===== config.mk =====
export PLATFORM = sky130hd
export DESIGN_NAME = vga_addr_split
export DESIGN_NICKNAME = d
export VERILOG_FILES = /design/src/rtl/vga_addr_split.sv
export SDC_FILE = /design/constraint.sdc
export NUM_CORES = 1
export LEC_CHECK = 0
export ABC_AREA = 1
export BUFFER_PORTS_ARGS = -buffer_cell sky130_fd_sc_hd__buf_2
export CAP_MARGIN = 20
export CORE_ASPECT_RATIO = 1.25
export CORE_MARGIN = 2
export CORE_UTILIZATION = 30
export DETAILED_ROUTE_END_ITERATION = 7
export PLACE_DENSITY = 0.48
export SKIP_CTS_REPAIR_TIMING = 1
export SKIP_LAST_GASP = 1
export SYNTH_ARGS = -nofsm -noshare
export SYNTH_HDL_FRONTEND = slang
export SYNTH_SLANG_ARGS = --single-unit

===== constraint.sdc =====
create_clock -name clk -period 4.2 [get_ports clk]
set_input_delay 0.42 -clock clk [delete_from_list [all_inputs] [get_ports clk]]
set_output_delay 0.42 -clock clk [all_outputs]
set_load 0.01 [all_outputs]

===== src/rtl/vga_addr_split.sv =====
// Converts a linear framebuffer address back into (x, y) pixel coordinates.
// Division by WIDTH is an 8-step restoring shift-subtract behind a start/valid handshake.
module vga_addr_split #(
  parameter int unsigned WIDTH  = 200,
  parameter int unsigned HEIGHT = 150
) (
  input  logic        clk,
  input  logic        rst,
  input  logic        start,
  input  logic [15:0] eff,
  output logic        busy,
  output logic        valid,
  output logic [8:0]  posx,
  output logic [8:0]  posy,
  output logic        err
);

  localparam int unsigned RW = 17;
  localparam logic [RW-1:0] LIMIT   = RW'(WIDTH * HEIGHT);
  localparam logic [RW-1:0] DIVISOR = RW'(WIDTH);

  typedef enum logic [1:0] {
    S_IDLE,
    S_DIV,
    S_DONE
  } state_t;

  state_t        r_state;
  logic [RW-1:0] r_rem;
  logic [7:0]    r_q;
  logic [2:0]    r_k;
  logic          r_oor;

  logic [RW-1:0] w_div;
  logic          w_ge;
  logic [RW-1:0] w_rem_nxt;
  logic [7:0]    w_q_nxt;

  // One restoring step: trial-subtract WIDTH << k from the running remainder
  assign w_div     = DIVISOR << r_k;
  assign w_ge      = (r_rem >= w_div);
  assign w_rem_nxt = w_ge ? (r_rem - w_div) : r_rem;
  assign w_q_nxt   = w_ge ? (r_q | (8'd1 << r_k)) : r_q;

  always_ff @(posedge clk or posedge rst) begin
    if (rst) begin
      r_state <= S_IDLE;
      r_rem   <= '0;
      r_q     <= '0;
      r_k     <= '0;
      r_oor   <= 1'b0;
      busy    <= 1'b0;
      valid   <= 1'b0;
      posx    <= '0;
      posy    <= '0;
      err     <= 1'b0;
    end else begin
      valid <= 1'b0;
      case (r_state)
        S_IDLE: begin
          if (start) begin
            r_rem   <= RW'(eff);
            r_q     <= '0;
            r_k     <= 3'd7;
            r_oor   <= (RW'(eff) >= LIMIT);
            busy    <= 1'b1;
            r_state <= S_DIV;
          end
        end
        S_DIV: begin
          r_rem <= w_rem_nxt;
          r_q   <= w_q_nxt;
          if (r_k == 3'd0) begin
            // Out-of-range addresses still take all 8 steps so latency is fixed
            if (r_oor) begin
              posx <= '0;
              posy <= '0;
              err  <= 1'b1;
            end else begin
              posx <= 9'(w_rem_nxt);
              posy <= {1'b0, w_q_nxt};
              err  <= 1'b0;
            end
            valid   <= 1'b1;
            busy    <= 1'b0;
            r_state <= S_DONE;
          end else begin
            r_k <= r_k - 3'd1;
          end
        end
        S_DONE: begin
          r_state <= S_IDLE;
        end
        default: begin
          r_state <= S_IDLE;
          busy    <= 1'b0;
        end
      endcase
    end
  end

endmodule

==> impl_metrics.toml, run 1 <==
[outcome]
status = "finished clean"

[floorplanning]
start_util_pct = 30.75
core_area_um2 = 10620
die_area_um2 = 11740
die_w_um = 97.30
die_h_um = 120.6
num_rows = 42
ios = 40

[worst_setup_path]
cp.arrival_ns = 3.05
critPathMaxFanout = 26
start_kind = "flop"
critPathKind = "reg2reg"
crit_path_end_kind = "flop"
reg2reg_slack_ns = 1.33
critPathRequiredTime_ns = 4.38

[clock_tree]
cts_buffer_depth = 2
cts_num_sinks = 51
cts_made_buffers = 5
cts-root-buf = "clkbuf_16"
clkSlewWorstSetupHoldPaths_ns = 0.08
cts_tree = "done"
htree_levels = 2
insertion_delay_ns = 0.30

[timing]
fin_skew_ns = 0.009114
rsz0062_at_grt = "false"
tns_ns = 0
fin_crit_sh_pct = 68.34
fin_ws_ns = 1.330
setup_viol = 0
fmax_mhz = 348.4
slew_violations = 0
max_slew_margin_pct = 55.87
tightest_slew_ns = 0.6620
period_minus_slack_ns = 2.870
finalHoldViolCount = 0

[worst_hold_path]
hold_path.class = "in2async"

[finish]
layout-drive-gt1-share_pct = 15.61
syn2layout_area_growth_pct = 14.33
finalNonFillerCells = 606
final_cell_area_um2 = 3732
final_cell_mix = "137 x nand2_1, 51 x dfrtp_1, 50 x inv_1"
num-nets-final = 510
num-fill-cells = 1147
layout_commonest_cell = "nand2_1"
antenna_cells = 0

[logic_synthesis]
synth_area_per_cell_um2 = 7.504
ys_ff_latch = 51
syn_inst = 435
yosysTopAreaCellShare_pct = 39.10
synthTopCellsByArea = "dfrtp_1 39%, nand2_1 16%, ha_1 6.9%, inv_1 5.9%, nand3_1 4.3%"
synth_area_leader_cell = "dfrtp_1"
seq_area_frac_synth_pct = 39.10
synthesis.nets = 472
synth_area_um2 = 3264
yosys_warnings = 0
synth.distinct_cells = 39

[placed_design]
placed_cell_area_um2 = 3578
port_buffers = 38
gp_congestion = 0.8552
post-place-ws_ns = 1.282
place_hpwl_um = 6698
dp_cells = 598

[drt]
vias_per_cell = 4.642
first_pass_iters = 4
routed_wl_um = 8414
vias = 2813
drt_iter0_markers = 107
wire_per_inst_um = 13.88
drc = 0
antenna_left = 0

[global_route]
antenna_found_initial = 0
grt_max_degree = 52
gr-total-overflow = 0
grt.total_usage_pct = 15.14
grt_pass1_vias = 2964
grt_pass1_wl_um = 14320

[flow_run]
cap_violations = 0
==> Yosys cell counts <==
cell      number
and3_1         1
a22o_1         2
inv_2          5
dfrtp_1       51
nand3_2        1
o21ai_2        1
nor2_4         2
nand2_2        2
nand3_1       28
xnor2_1        4
conb_1         1
nor3_2         1
a21oi_1       22
o21a_1         1
buf_6          1
nor3b_2        4
clkbuf_1       6
nand3_4        1
nand2_1      137
o21ai_0       18
a21o_1         1
o31ai_1        2
nand2_4        1
inv_1         51
o21ai_1       15
a21oi_2        1
xor2_1         3
o21bai_1       7
or2_2          1
ha_1          18
nor2_1        24
nor2_2         4
clkinv_1       1
buf_8          1
nor2_8         1
and2_1         1
buf_4          1
nand3b_1       9
nand4_1        4
==> state kept, by name, indices dropped and copies added, names as in the netlist <==
name	cells
busy	1
r_q	8
posy	8
r_k	3
valid	1
r_state	2
r_rem	17
err	1
posx	9
r_oor	1
==> cells by family (layout without fill, tap and decap cells) <==
group	after synthesis	after routing	share of synthesized area (%)
xor gates and xnor gates	7	7	1.878
adders and majority gates	18	18	6.899
DFF	51	51	39.10
and+or+nand+nor	222	222	31.70
AOI/OAI and AO/OA	70	70	12.04
other	1	1	0.1149
buffers and inverters	66	105	8.279
==> stage by stage <==
stage                     util, %  hold slack, ns
after floorplan                 -          0.4552
after global placement      33.71          0.4583
after detailed placement    33.71          0.4646
after CTS                   35.16          0.3236
after global routing        35.16          0.3349
final                       35.16          0.2995
==> path summary, 6_finish.rpt <==
path / from / end / depth (start not counted)
worst max-delay path: r_k[1]$_DFFE_PP0P_ / r_rem[13]$_DFFE_PP0P_ / 16
worst min-delay path: rst / posx[2]$_DFFE_PP0P_ / 3
worst max register to register: r_k[1]$_DFFE_PP0P_ / r_rem[13]$_DFFE_PP0P_ / 16
worst min register to register: busy$_DFFE_PP0P_ / busy$_DFFE_PP0P_ / 2
max in group asynchronous: rst / r_q[1]$_DFFE_PP0P_ / 3
min in group clk: eff[2] / r_rem[2]$_DFFE_PP0P_ / 3
==> per-layer routing <==
metal  up-vias  GRT usage (%)  part of all wire [%]
li1       1471              -                     -
met1      1295          19.52                    47
met2        42          27.17                    50
met3         5          1.965                   2.6
met4         0          3.299                  0.82
met5         -              0                     0
==> final cells by class <==
| cell class | count | area [um2] | area share, % |
|---|---|---|---|
| clock buffers | 5 | 125.1 | 3.352 |
| repair buffers | 40 | 205.2 | 5.498 |
| clock inverters | 3 | 28.78 | 0.7710 |
| inverters | 57 | 214.0 | 5.732 |
| well taps | 132 | 165.2 | 4.425 |
| flip-flops and latches | 51 | 1276 | 34.19 |
| multi-input cells | 318 | 1718 | 46.03 |
==> critical path: stages (launching register included) <==
cell	delay, ns
dfrtp_1	0.43
inv_1	0.12
ha_1	0.31
inv_1	0.05
nand2_1	0.09
o21ai_0	0.11
ha_1	0.34
nand2_1	0.10
inv_1	0.06
a21oi_1	0.18
nand2_1	0.07
nand2_1	0.10
nand3_4	0.30
nand2_4	0.22
inv_1	0.11
nand3_1	0.08
nand3_1	0.07
Power of run 1 is not shown: default switching activity piles up to over one toggle a cycle in this logic, so the estimate is an artifact.
==> run 2: changes to the inputs <==
Settings changed: ABC_AREA 1 to 0, PLACE_DENSITY 0.48 to 0.5.
Clock period 4.2 ns to 2.4 ns, I/O delays scaled along.
==> impl_metrics.toml, run 2 <==
[drt]
vias = 2938
routed_wl_um = 9810
drt_iter0_markers = 137
vias_per_cell = 5.092
first_pass_iters = 7
wire_per_inst_um = 17.00
drc = 0
antenna_left = 0

[global_route]
antenna_found_initial = 0
grt_max_degree = 40
grt_pass1_vias = 2861
grt_pass1_wl_um = 14930
gr-total-overflow = 0
grt.total_usage_pct = 17.32

[finish]
final_cell_mix = "75 x buf_4, 49 x nand2_1, 48 x dfrtp_1"
num-fill-cells = 998
num-nets-final = 484
layout-drive-gt1-share_pct = 39.96
reg.largest.list = "r_rem x17, posx x9"
largest_register = "r_rem"
final_cell_area_um2 = 4496
largest_reg_flops = 17
syn2layout_area_growth_pct = 45.70
layout_commonest_cell = "buf_4"
antenna_cells = 0

[logic_synthesis]
synth_common_cells = "52 x nand2_1, 51 x dfrtp_1, 30 x nor2_1"
synthTopCellsByArea = "dfrtp_1 41%, ha_1 7.3%, nand2_1 6.3%, nor2_1 3.6%, o21ai_0 3.6%"
synth-edff-count = 0
synth_area_per_cell_um2 = 9.102
seq_area_frac_synth_pct = 41.36
synth-async-reset-ratio_pct = 100.0
synth.distinct_cells = 54
synth_top_flop_cell = "dfrtp_1"
yosys_warnings = 0
synth_area_leader_cell = "dfrtp_1"
synthesis.nets = 376
yosysMostFrequentCell = "nand2_1"
syn_inst = 339
synth_area_um2 = 3085
yosysTopAreaCellShare_pct = 41.36
ys_ff_latch = 51

[floorplanning]
start_util_pct = 30.69
die_w_um = 94.71
core_area_um2 = 10050
die_h_um = 117.4
num_rows = 41
die_area_um2 = 11120
ios = 40

[worst_setup_path]
timing.rr.end = "r_rem[11]$_DFFE_PP0P_"
r2r-start = "r_k[0]$_DFFE_PP0P_"
critPathKind = "reg2reg"
reg2reg_slack_ns = -0.48
critPathMaxFanout = 13
rr_worst_depth = 12
cp.arrival_ns = 3.10
crit_path_end_kind = "flop"
critPathRequiredTime_ns = 2.62
endpoint = "r_rem[11]$_DFFE_PP0P_"
cp-startpoint = "r_k[0]$_DFFE_PP0P_"
start_kind = "flop"

[timing]
fmax_mhz = 346.8
tightest_slew_ns = 0.8644
max_slew_margin_pct = 42.29
period_minus_slack_ns = 2.883
fin_crit_sh_pct = 120.1
finalHoldViolCount = 0
fin_skew_ns = 0.004889
slew_violations = 0
rsz0062_at_grt = "true"
setup_viol = 35
fin_ws_ns = -0.4833

[placed_design]
place_hpwl_um = 7120
gp_congestion = 0.8508
placed_cell_area_um2 = 3990
port_buffers = 38

[outcome]
failed_checks = "negative setup slack"
status = "finished, violations left"

[flow_run]
cap_violations = 0

[clock_tree]
cts_made_buffers = 5
cts_buffer_depth = 2
clkSlewWorstSetupHoldPaths_ns = 0.07
cts_tree = "done"
insertion_delay_ns = 0.30
cts_num_sinks = 51
htree_levels = 2
cts-root-buf = "clkbuf_16"

[worst_hold_path]
hold_path.class = "in2async"
## run 2: cell types whose count changed after synthesis, sizes merged, moves of 9 or more
| cell | delta |
|---|---|
| nand3 | -27 |
| a31oi | +10 |
| inv | -45 |
| nand2 | -88 |
| a221o | +9 |
| o21ai | -9 |
| nand3b | -9 |
## run 2: worst min-delay path by stage
stage,startpoint,end,slack (ns),depth (start not counted)
after floorplan,eff[0],r_rem[0]$_DFFE_PP0P_,0.35,2
after global placement,eff[0],r_rem[0]$_DFFE_PP0P_,0.44,3
after detailed placement,eff[0],r_rem[0]$_DFFE_PP0P_,0.44,3
after CTS,eff[0],r_rem[0]$_DFFE_PP0P_,0.13,3
after global routing,eff[0],r_rem[0]$_DFFE_PP0P_,0.15,3
final,rst,posy[3]$_DFFE_PP0P_,0.12,2
## run 2: layer usage
| layer | vias to the layer above | global-route usage (%) | wire length (um) |
|---|---|---|---|
| li1 | 1445 | - | - |
| met1 | 1427 | 21.71 | 4226 |
| met2 | 56 | 30.36 | 5157 |
| met3 | 10 | 2.184 | 272 |
| met4 | 0 | 5.435 | 154 |
| met5 | - | 0 | 0 |
## run 2: critical path, stage by stage (launching register included)
cell and delay (ns):
dfrtp_2 0.45, inv_4 0.10, ha_4 0.22, or2_4 0.25
ha_4 0.28, nand2_1 0.06, or4_4 0.45, o221ai_4 0.23
a41o_4 0.23, clkbuf_16 0.19, buf_4 0.12, nand2_2 0.05
o211ai_1 0.15
## run 2: per-stage QoR
stage / hold slack [ns] / instances / setup WS (ns) / setup TNS (ns) / utilization (%)
after global routing: 0.1491 / 577 / -0.5868 / -17.95 / 44.71
after CTS: 0.1334 / 560 / -0.7327 / -17.93 / 41.36
final: 0.1177 / 577 / -0.4833 / -14.33 / 44.71
after global placement: 0.4403 / 552 / -0.6652 / -15.85 / 39.68
after detailed placement: 0.4432 / 552 / -0.6891 / -17.26 / 39.68
after floorplan: 0.3454 / 339 / -0.3414 / -9.556 / -
## run 2: area by class of cell
cell class	instances	area [um2]	share of cell area (%)
clock buffers	5	125.1	2.783
clock inverters	3	43.79	0.9741
flip-flops and latches	51	1282	28.53
inverters	11	46.29	1.030
well taps	129	161.4	3.590
multi-input cells	260	1991	44.28
repair buffers	118	845.8	18.81
## run 2: cells by family after synthesis
kind of cell | share of synthesized area (%)
other | 0.1215
and+or+nand+nor | 18.49
adders and majority gates | 7.299
AOI/OAI and AO/OA | 23.36
xor gates and xnor gates | 2.271
buffers and inverters | 4.501
muxes | 2.595
DFF | 41.36
Power of run 2 is left out for the same reason.
==> run 3: changes to the inputs <==
Settings changed: SKIP_LAST_GASP 1 to unset.
==> impl_metrics.toml, run 3 (synthesis gave the netlist of run 2 again) <==
[timing]
max_slew_margin_pct = 42.08
tightest_slew_ns = 0.8676
slew_violations = 0
period_minus_slack_ns = 2.888
finalHoldViolCount = 0
fin_crit_sh_pct = 120.3
fmax_mhz = 346.3
tns_ns = -14.33
setup_viol = 35
rsz0062_at_grt = "true"
fin_ws_ns = -0.4877
fin_skew_ns = 0.004443

[global_route]
grt_max_degree = 40
grt_pass1_wl_um = 14930
antenna_found_initial = 0
gr-total-overflow = 0
grt_pass1_vias = 2861
grt.total_usage_pct = 17.32

[clock_tree]
cts_buffer_depth = 2
htree_levels = 2
cts_made_buffers = 5
insertion_delay_ns = 0.30
clkSlewWorstSetupHoldPaths_ns = 0.07
cts_num_sinks = 51
cts_tree = "done"
cts-root-buf = "clkbuf_16"

[finish]
reg.largest.list = "r_rem x17, posx x9"
largest_reg_flops = 17
num-nets-final = 484
layout_commonest_cell = "buf_4"
seq_area_um2 = 1282
largest_register = "r_rem"
antenna_cells = 0
syn2layout_area_growth_pct = 46.03
layout-drive-gt1-share_pct = 40.18
finalNonFillerCells = 577
final_cell_mix = "74 x buf_4, 49 x nand2_1, 48 x dfrtp_1"
multi_input_area_um2 = 1997
num-fill-cells = 996
final_core_util_pct = 44.81

[worst_setup_path]
critPathKind = "reg2reg"
slowest_stage = "dfrtp_2"
crit_path_end_kind = "flop"
critPathBufInv = 3
critPathMaxFanout = 13
reg2reg_slack_ns = -0.49
cp_top_family = "simple AND/OR/NAND/NOR gates"
cp.arrival_ns = 3.11
cpMostUsedCell = "ha_4"
crit_chain = "inv_4 > ha_4 > or2_4 > ha_4 > nand2_1 > or4_4 > o221ai_4 > a41o_4 > clkbuf_16 > buf_4 > nand2_2 > o211ai_1"
critPathRequiredTime_ns = 2.62
start_kind = "flop"
cp_slowest_stage_delay_ns = 0.45

[drt]
drc = 0
vias = 2947
first_pass_iters = 6
antenna_left = 0
wire_per_inst_um = 17.03
routed_wl_um = 9825
vias_per_cell = 5.107
drt_iter0_markers = 148

[floorplanning]
ios = 40
num_rows = 41
core_area_um2 = 10050
start_util_pct = 30.69
die_w_um = 94.71
die_area_um2 = 11120
die_h_um = 117.4

[outcome]
status = "finished, violations left"
failed_checks = "negative setup slack"

[placed_design]
post-place-ws_ns = -0.6891
place_hpwl_um = 7120
dp_cells = 552
port_buffers = 38
gp_congestion = 0.8508

[flow_run]
cap_violations = 0

[worst_hold_path]
hold_path.class = "in2async"
run 3: cell counts in the layout (fill, tap and decap cells not counted):
No cell type changed its count.
run 3: metrics by stage:
stage          cell area (um2)  hold WS [ns]
2_1_floorplan             3271        0.3454
3_3_place_gp              3990        0.4403
3_5_place_dp              3990        0.4432
4_1_cts                   4159        0.1334
5_1_grt                   4506        0.1491
6_report                  4506        0.1183
run 3: worst reg2reg max path, cell delays in order (launching register included):
cell	delay (ns)
dfrtp_2	0.45
inv_4	0.10
ha_4	0.22
or2_4	0.25
ha_4	0.28
nand2_1	0.06
or4_4	0.45
o221ai_4	0.24
a41o_4	0.23
clkbuf_16	0.19
buf_4	0.13
nand2_2	0.05
o211ai_1	0.15
run 3: area by class of cell:
cell class | count | area share, %
flip-flops and latches | 51 | 28.46
inverters | 11 | 1.027
clock inverters | 3 | 0.9720
repair buffers | 118 | 18.86
well taps | 129 | 3.582
clock buffers | 5 | 2.777
multi-input cells | 260 | 44.32
run 3: worst paths after layout:
kind / cells after the start / end / start
max: 12 / r_rem[11]$_DFFE_PP0P_ / r_k[0]$_DFFE_PP0P_
min: 2 / posy[3]$_DFFE_PP0P_ / rst
max reg2reg: 12 / r_rem[11]$_DFFE_PP0P_ / r_k[0]$_DFFE_PP0P_
min reg2reg: 2 / posy[4]$_DFFE_PP0P_ / posy[4]$_DFFE_PP0P_
max in group asynchronous: 3 / posx[2]$_DFFE_PP0P_ / rst
min in group clk: 3 / r_rem[0]$_DFFE_PP0P_ / eff[0]
run 3: layer usage:
metal / wire length, um / GRT usage, % / vias up
li1: - / - / 1441
met1: 4244 / 21.71 / 1431
met2: 5130 / 30.36 / 64
met3: 285 / 2.184 / 11
met4: 164 / 5.435 / 0
met5: 0 / 0 / -
Power of run 3 is left out for the same reason.
